--- src/rtl/chip7458_pkg.sv ---
// -----------------------------------------------------------------------------
// chip7458_pkg
// Shared definitions for the chip7458 board-level tester:
//   - VEC_W / NUM_VEC : width of the stimulus vector and number of combinations
//   - state_t         : tester sequencer states
//   - P1x_BIT / P2x_BIT : position of each chip input pin inside the vector
// -----------------------------------------------------------------------------
package chip7458_pkg;

    localparam int VEC_W   = 10;
    localparam int NUM_VEC = 1024;

    typedef enum logic [1:0] {
        IDLE   = 2'd0,
        SETTLE = 2'd1,
        CHECK  = 2'd2,
        DONE   = 2'd3
    } state_t;

    // Section 1: three-input AND pairs feeding p1y
    localparam int P1A_BIT = 0;
    localparam int P1B_BIT = 1;
    localparam int P1C_BIT = 2;
    localparam int P1D_BIT = 3;
    localparam int P1E_BIT = 4;
    localparam int P1F_BIT = 5;

    // Section 2: two-input AND pairs feeding p2y
    localparam int P2A_BIT = 6;
    localparam int P2B_BIT = 7;
    localparam int P2C_BIT = 8;
    localparam int P2D_BIT = 9;

endpackage : chip7458_pkg

--- src/rtl/chip7458_golden.sv ---
// -----------------------------------------------------------------------------
// chip7458_golden
// Purely combinational reference of a chip7458 (dual AND-OR gate).
//   i_vec  [9:0] : chip inputs, packed as {p2d,p2c,p2b,p2a,p1f,p1e,p1d,p1c,p1b,p1a}
//   o_gold [1:0] : expected outputs {p2y, p1y}
//                  p1y = (a&b&c) | (d&e&f), p2y = (a&b) | (c&d)
// -----------------------------------------------------------------------------
module chip7458_golden
    import chip7458_pkg::*;
(
    input  logic [VEC_W-1:0] i_vec,
    output logic [1:0]       o_gold
);

    logic w_g1;
    logic w_g2;

    assign w_g1 = (i_vec[P1A_BIT] & i_vec[P1B_BIT] & i_vec[P1C_BIT]) |
                  (i_vec[P1D_BIT] & i_vec[P1E_BIT] & i_vec[P1F_BIT]);

    assign w_g2 = (i_vec[P2A_BIT] & i_vec[P2B_BIT]) |
                  (i_vec[P2C_BIT] & i_vec[P2D_BIT]);

    assign o_gold = {w_g2, w_g1};

endmodule : chip7458_golden

--- src/rtl/chip7458_tester.sv ---
// -----------------------------------------------------------------------------
// chip7458_tester
// Exhaustive self-checking sequencer for a chip7458 sitting beside it on the
// board. A start pulse walks all 1024 input vectors, holds each for
// SETTLE_CYCLES clocks, then compares the chip outputs with the golden model.
//
// Ports:
//   clk, rst_n          : rising-edge clock, asynchronous active-low reset
//   start               : one-cycle run request (ignored while busy)
//   abort               : stop a run in progress (ignored when idle)
//   vec     [9:0]       : vector driven onto the chip inputs
//   dut_p1y, dut_p2y    : chip outputs, only looked at in CHECK
//   busy                : run in progress (through the DONE cycle)
//   done                : one-cycle pulse when a full run completes
//   pass                : last completed run had zero mismatches
//   err_cnt [ERR_W-1:0] : mismatching vectors, saturating
//   first_fail_vec      : index of the first mismatching vector
//   first_fail_valid    : first_fail_vec holds a capture
// -----------------------------------------------------------------------------
module chip7458_tester
    import chip7458_pkg::*;
#(
    parameter int SETTLE_CYCLES = 2,
    parameter int ERR_W         = 11
) (
    input  logic             clk,
    input  logic             rst_n,
    input  logic             start,
    input  logic             abort,
    output logic [VEC_W-1:0] vec,
    input  logic             dut_p1y,
    input  logic             dut_p2y,
    output logic             busy,
    output logic             done,
    output logic             pass,
    output logic [ERR_W-1:0] err_cnt,
    output logic [VEC_W-1:0] first_fail_vec,
    output logic             first_fail_valid
);

    // The settle counter only ever holds values 0..SETTLE_CYCLES-1.
    localparam int               CNT_W      = (SETTLE_CYCLES > 1) ? $clog2(SETTLE_CYCLES) : 1;
    localparam logic [CNT_W-1:0] CNT_RELOAD = CNT_W'(SETTLE_CYCLES - 1);
    localparam logic [ERR_W-1:0] ERR_MAX    = {ERR_W{1'b1}};
    localparam logic [VEC_W-1:0] VEC_LAST   = VEC_W'(NUM_VEC - 1);

    state_t           r_state;
    state_t           w_state_nxt;

    // r_vec doubles as the vector index: while a vector is in flight the
    // index and the pins are always equal, and vec must read 0 elsewhere.
    logic [VEC_W-1:0] r_vec;
    logic [CNT_W-1:0] r_cnt;
    logic [ERR_W-1:0] r_err_cnt;
    logic [VEC_W-1:0] r_ff_vec;
    logic             r_ff_valid;
    logic             r_pass;

    logic [1:0]       w_gold;
    logic             w_mismatch;
    logic             w_last_vec;
    logic             w_busy;
    logic             w_done;

    chip7458_golden u_golden (
        .i_vec  (r_vec),
        .o_gold (w_gold)
    );

    // One error per vector, regardless of how many outputs disagree.
    assign w_mismatch = (dut_p1y != w_gold[0]) | (dut_p2y != w_gold[1]);
    assign w_last_vec = (r_vec == VEC_LAST);

    // ---------------------------------------------------------------------
    // State register
    // ---------------------------------------------------------------------
    always_ff @(posedge clk or negedge rst_n) begin
        if (!rst_n) begin
            r_state <= IDLE;
        end else begin
            r_state <= w_state_nxt;
        end
    end

    // ---------------------------------------------------------------------
    // Next-state and state-decoded outputs
    // ---------------------------------------------------------------------
    always_comb begin
        w_state_nxt = r_state;
        w_busy      = 1'b1;
        w_done      = 1'b0;

        case (r_state)
            IDLE: begin
                w_busy = 1'b0;
                if (start) begin
                    w_state_nxt = SETTLE;
                end
            end

            SETTLE: begin
                if (abort) begin
                    w_state_nxt = IDLE;
                end else if (r_cnt == '0) begin
                    w_state_nxt = CHECK;
                end
            end

            CHECK: begin
                if (abort) begin
                    w_state_nxt = IDLE;
                end else if (w_last_vec) begin
                    w_state_nxt = DONE;
                end else begin
                    w_state_nxt = SETTLE;
                end
            end

            DONE: begin
                // The run has already completed here, so the done pulse
                // stands even if abort arrives in the same cycle.
                w_done      = 1'b1;
                w_state_nxt = IDLE;
            end

            default: begin
                w_busy      = 1'b0;
                w_state_nxt = IDLE;
            end
        endcase
    end

    // ---------------------------------------------------------------------
    // Vector, settle counter and result registers
    // ---------------------------------------------------------------------
    always_ff @(posedge clk or negedge rst_n) begin
        if (!rst_n) begin
            r_vec      <= '0;
            r_cnt      <= '0;
            r_err_cnt  <= '0;
            r_ff_vec   <= '0;
            r_ff_valid <= 1'b0;
            r_pass     <= 1'b0;
        end else begin
            case (r_state)
                IDLE: begin
                    // Results of the previous run hold until a new start.
                    if (start) begin
                        r_vec      <= '0;
                        r_cnt      <= CNT_RELOAD;
                        r_err_cnt  <= '0;
                        r_ff_vec   <= '0;
                        r_ff_valid <= 1'b0;
                        r_pass     <= 1'b0;
                    end
                end

                SETTLE: begin
                    if (abort) begin
                        r_vec  <= '0;
                        r_pass <= 1'b0;
                    end else if (r_cnt != '0) begin
                        r_cnt <= r_cnt - 1'b1;
                    end
                end

                CHECK: begin
                    // An abort in the compare cycle discards that compare;
                    // counts so far are kept as the partial result.
                    if (abort) begin
                        r_vec  <= '0;
                        r_pass <= 1'b0;
                    end else begin
                        if (w_mismatch) begin
                            if (r_err_cnt != ERR_MAX) begin
                                r_err_cnt <= r_err_cnt + 1'b1;
                            end
                            if (!r_ff_valid) begin
                                r_ff_vec   <= r_vec;
                                r_ff_valid <= 1'b1;
                            end
                        end
                        if (!w_last_vec) begin
                            r_vec <= r_vec + 1'b1;
                            r_cnt <= CNT_RELOAD;
                        end
                    end
                end

                DONE: begin
                    // err_cnt already includes the final vector's compare.
                    r_pass <= (r_err_cnt == '0);
                    r_vec  <= '0;
                end

                default: begin
                    r_vec <= '0;
                end
            endcase
        end
    end

    assign vec              = r_vec;
    assign busy             = w_busy;
    assign done             = w_done;
    assign pass             = r_pass;
    assign err_cnt          = r_err_cnt;
    assign first_fail_vec   = r_ff_vec;
    assign first_fail_valid = r_ff_valid;

endmodule : chip7458_tester

--- config.mk ---
export PLATFORM = sky130hd
export DESIGN_NAME = chip7458_tester
export DESIGN_NICKNAME = d
export VERILOG_FILES = /design/src/rtl/chip7458_pkg.sv /design/src/rtl/chip7458_golden.sv /design/src/rtl/chip7458_tester.sv
export SDC_FILE = /design/constraint.sdc
export NUM_CORES = 1
export LEC_CHECK = 0
export ABC_AREA = 1
export BUFFER_PORTS_ARGS = -buffer_cell sky130_fd_sc_hd__buf_2
export CORE_UTILIZATION = 46
export DETAILED_ROUTE_END_ITERATION = 8
export PLACE_DENSITY = 0.78
export SYNTH_ARGS = -nofsm -noshare
export SYNTH_HDL_FRONTEND = slang
export SYNTH_SLANG_ARGS = --single-unit
export TNS_END_PERCENT = 20
--- constraint.sdc ---
create_clock -name clk -period 2.9 [get_ports clk]
set_input_delay 0.435 -clock clk [delete_from_list [all_inputs] [get_ports clk]]
set_output_delay 0.435 -clock clk [all_outputs]
set_load 0.02 [all_outputs]
==> summary.txt <==
Run status
  – Status: completed

GRT
  – GRT Util Overall: 22.2%
  – Grt ovf: 0
  – Vias in the first global route: 2086
  – Largest net degree at the start of global routing: 37
  – First-pass GRT wire length: 9320 um
  – Initial antenna violation count: 0

CTS
  – CTS Sinks: 36
  – Deepest clock path buffer count: 2
  – Hold buffers post-CTS: 0
  – Worst-path clk slew: 80 ps
  – Root Driver: clkbuf_8
  – Clock latency on the worst-skew pair: 290 ps
  – Post-CTS sizing: 0
  – Postcts setup bufs: 0
  – CTS Buf Count: 5
  – CTS tree: built
  – H-Tree Level Count: 2

Logic synthesis
  – Post-Synth XOR/XNOR Area: 1.12%
  – Share of the synthesized area in the top cell type: 38.2%
  – Most common cell in the netlist: nand2_1
  – Main synth FF type: dfrtp_1
  – Ranking of synthesized cells by area: dfrtp_1 (38%), nand2_1 (21%), inv_1 (7.2%)
  – Sequential share of the synthesized area: 38.2%
  – Largest family of logic cells by synthesized area: simple AND/OR/NAND/NOR gates
  – Post-Syn Instances: 329
  – Unique masters post-synth: 32
  – Post-synth EDFFs: 0
  – Synthesized area per cell: 7.16 sq um
  – Number of warnings issued by yosys: 0
  – Syn Nets: 343
  – Synth Area in Compound Gates: 4.09%
  – Cell taking the most area after synthesis: dfrtp_1
  – Simple-gate share of the synthesized area: 43.5%
  – Synth cell count leaders: nand2_1 (134), inv_1 (45), dfrtp_1 (36)
  – Mapped Area: 2360 sq um
  – Async set-reset flop share out of synthesis: 100%
  – FF+latch count, synth: 36
  – Synth Area in Adders: 4.25%
  – Mux cell area share after synthesis: 0%

Timing
  – Hold Fails Final Rpt: 0
  – Worst-margin pin slew: 822 ps
  – Setup tns final: 0 ps
  – Pins Over Slew Limit: 0
  – Fmax: 0.493 GHz
  – RSZ-0062 raised after global routing: false
  – Crit path setup slack, layout: 871 ps
  – Slew Limit Headroom: 45.2%
  – Final worst path period need: 2030 ps
  – Setup violators final: 0
  – Fin crit share: 70.0%
  – Worst Clk Skew: 5.88 ps

Critical path
  – Worst setup startpoint: r_state[0]
  – Slack of the worst reg-to-reg path: 870 ps
  – Worst setup EP type: flop
  – FF-to-FF Start: r_state[0]
  – Crit path max fanout: 10
  – FF-to-FF End: vec[9]
  – CP Launch Type: flop
  – Worst path required time: 3080 ps
  – CP arrival: 2210 ps
  – Reg2reg path depth: 9
  – Critical path class: flop to flop
  – End of the critical path: vec[9]

Power
  – Peak supply drop: 544 uV
  – Leakage dissipation: 1.59 nW
  – Pwr/cell area: 650 nW/um^2

Floorplanning
  – Floorplan Core Area: 4820 sq um
  – Die width: 73.6 um
  – Initial cell density of the core: 48.9%
  – Cell Rows: 25
  – Die Y: 73.6 um
  – I/O pin cnt: 41
  – Die Area: 5410 sq um

Final layout
  – Antenna Cells: 0
  – Area delta synth->final: 15.0%
  – Final Util: 56.3%
  – Fin nets: 388
  – Layout fillers: 463
  – FF/Latch Area: 901 sq um
  – Share of layout cells above drive strength 1: 20.3%
  – Multi-input gate area in the final layout: 1250 sq um

Routing
  – Remaining routing DRC violations: 0
  – Top Layer Used: met4
  – Vias per cell: 5.01
  – Vias: 2215
  – WL final: 5410 um
  – Antenna Nets Post-Route: 0
  – Met2 WL: 2450 um
  – Routed met1 length: 2560 um
  – Drt initial violations: 186
  – Met3 wire len: 340 um
  – Routed WL per cell: 12.2 um
  – Drt first pass iters: 4

Placement
  – DP HPWL: 3870 um
  – Final estimated routing congestion in global placement: 0.862
  – Port bufs: 40
  – Place WS: 921 ps

Worst hold path
  – Hold Path Class: primary input to async pin

Run
  – Max-cap violations: 0
layer usage:
metal	vias up	GRT usage [%]
li1	1121	-
met1	1020	30.1
met2	67	35.2
met3	7	4.80
met4	0	7.69
met5	-	0
critical path, cell delays in order, from the launching register on:
cell and delay [ps]:
dfrtp_1 400, inv_1 110, ha_1 380, inv_2 180, nor2_1 360, nand2_1 120
nand2_2 90, nor2_2 100, nand3_1 100, nand2_1 60
layout by cell type (no fill, tap or decap), types with 6 or more instances in the layout:
cell / instances
nand2_1: 134
dfrtp_1: 36
nand3_1: 19
inv_1: 45
ha_1: 8
nor2_1: 21
nand4_1: 13
clkbuf_8: 6
nand2_2: 6
nor2_2: 6
buf_2: 40
through the flow:
step | hold WS [ps] | area [sq um] | instances | power [mW]
global route | 301 | 2710 | 442 | 1.88
global placement | 457 | 2620 | 434 | 1.39
CTS | 261 | 2710 | 442 | 1.77
finish | 234 | 2710 | 442 | 1.76
floorplan | 139 | 2360 | 329 | 1.20
detailed placement | 460 | 2620 | 434 | 1.39
area by class of cell:
type | count | area share (%)
Clock buffer | 6 | 3.05
Clock inverter | 2 | 0.369
Tap cell | 67 | 3.09
Multi-Input combinational cell | 243 | 46.1
Sequential cell | 36 | 33.2
Inverter | 47 | 6.51
Timing Repair Buffer | 41 | 7.66
state kept, by name, summed over array words and instances (netlist names):
| name | count |
|---|---|
| err_cnt | 11 |
| first_fail_valid | 1 |
| first_fail_vec | 10 |
| pass | 1 |
| r_cnt | 1 |
| r_state | 2 |
| vec | 10 |
worst min path at each step:
stage	from	end	slack [ps]	cells past startpoint
6_report	rst_n	vec[9]	230	1
3_3_place_gp	first_fail_vec[1]	first_fail_vec[1]	460	2
2_1_floorplan	rst_n	err_cnt[0]	140	0
5_1_grt	rst_n	vec[2]	300	1
3_5_place_dp	first_fail_vec[9]	first_fail_vec[9]	460	2
4_1_cts	rst_n	r_state[1]	260	1
logic make-up (layout without fill, tap and decap cells):
logic type,count (synthesis),after routing
AND/OR/NAND/NOR,216,216
flip-flops,36,36
adder cells (fa/ha/maj),8,8
AO/OA/AOI/OAI,16,16
XOR/XNOR,3,3
buffers and inverters,50,96
where the power goes:
group	internal [mW]	leakage (nW)	total [mW]	switching [mW]
combinational	0.223	1.04	0.785	0.563
clock	0.190	0.0510	0.378	0.188
sequential	0.548	0.497	0.599	0.0511
total	0.960	1.59	1.76	0.802
Power figures use the tool's default switching activity.
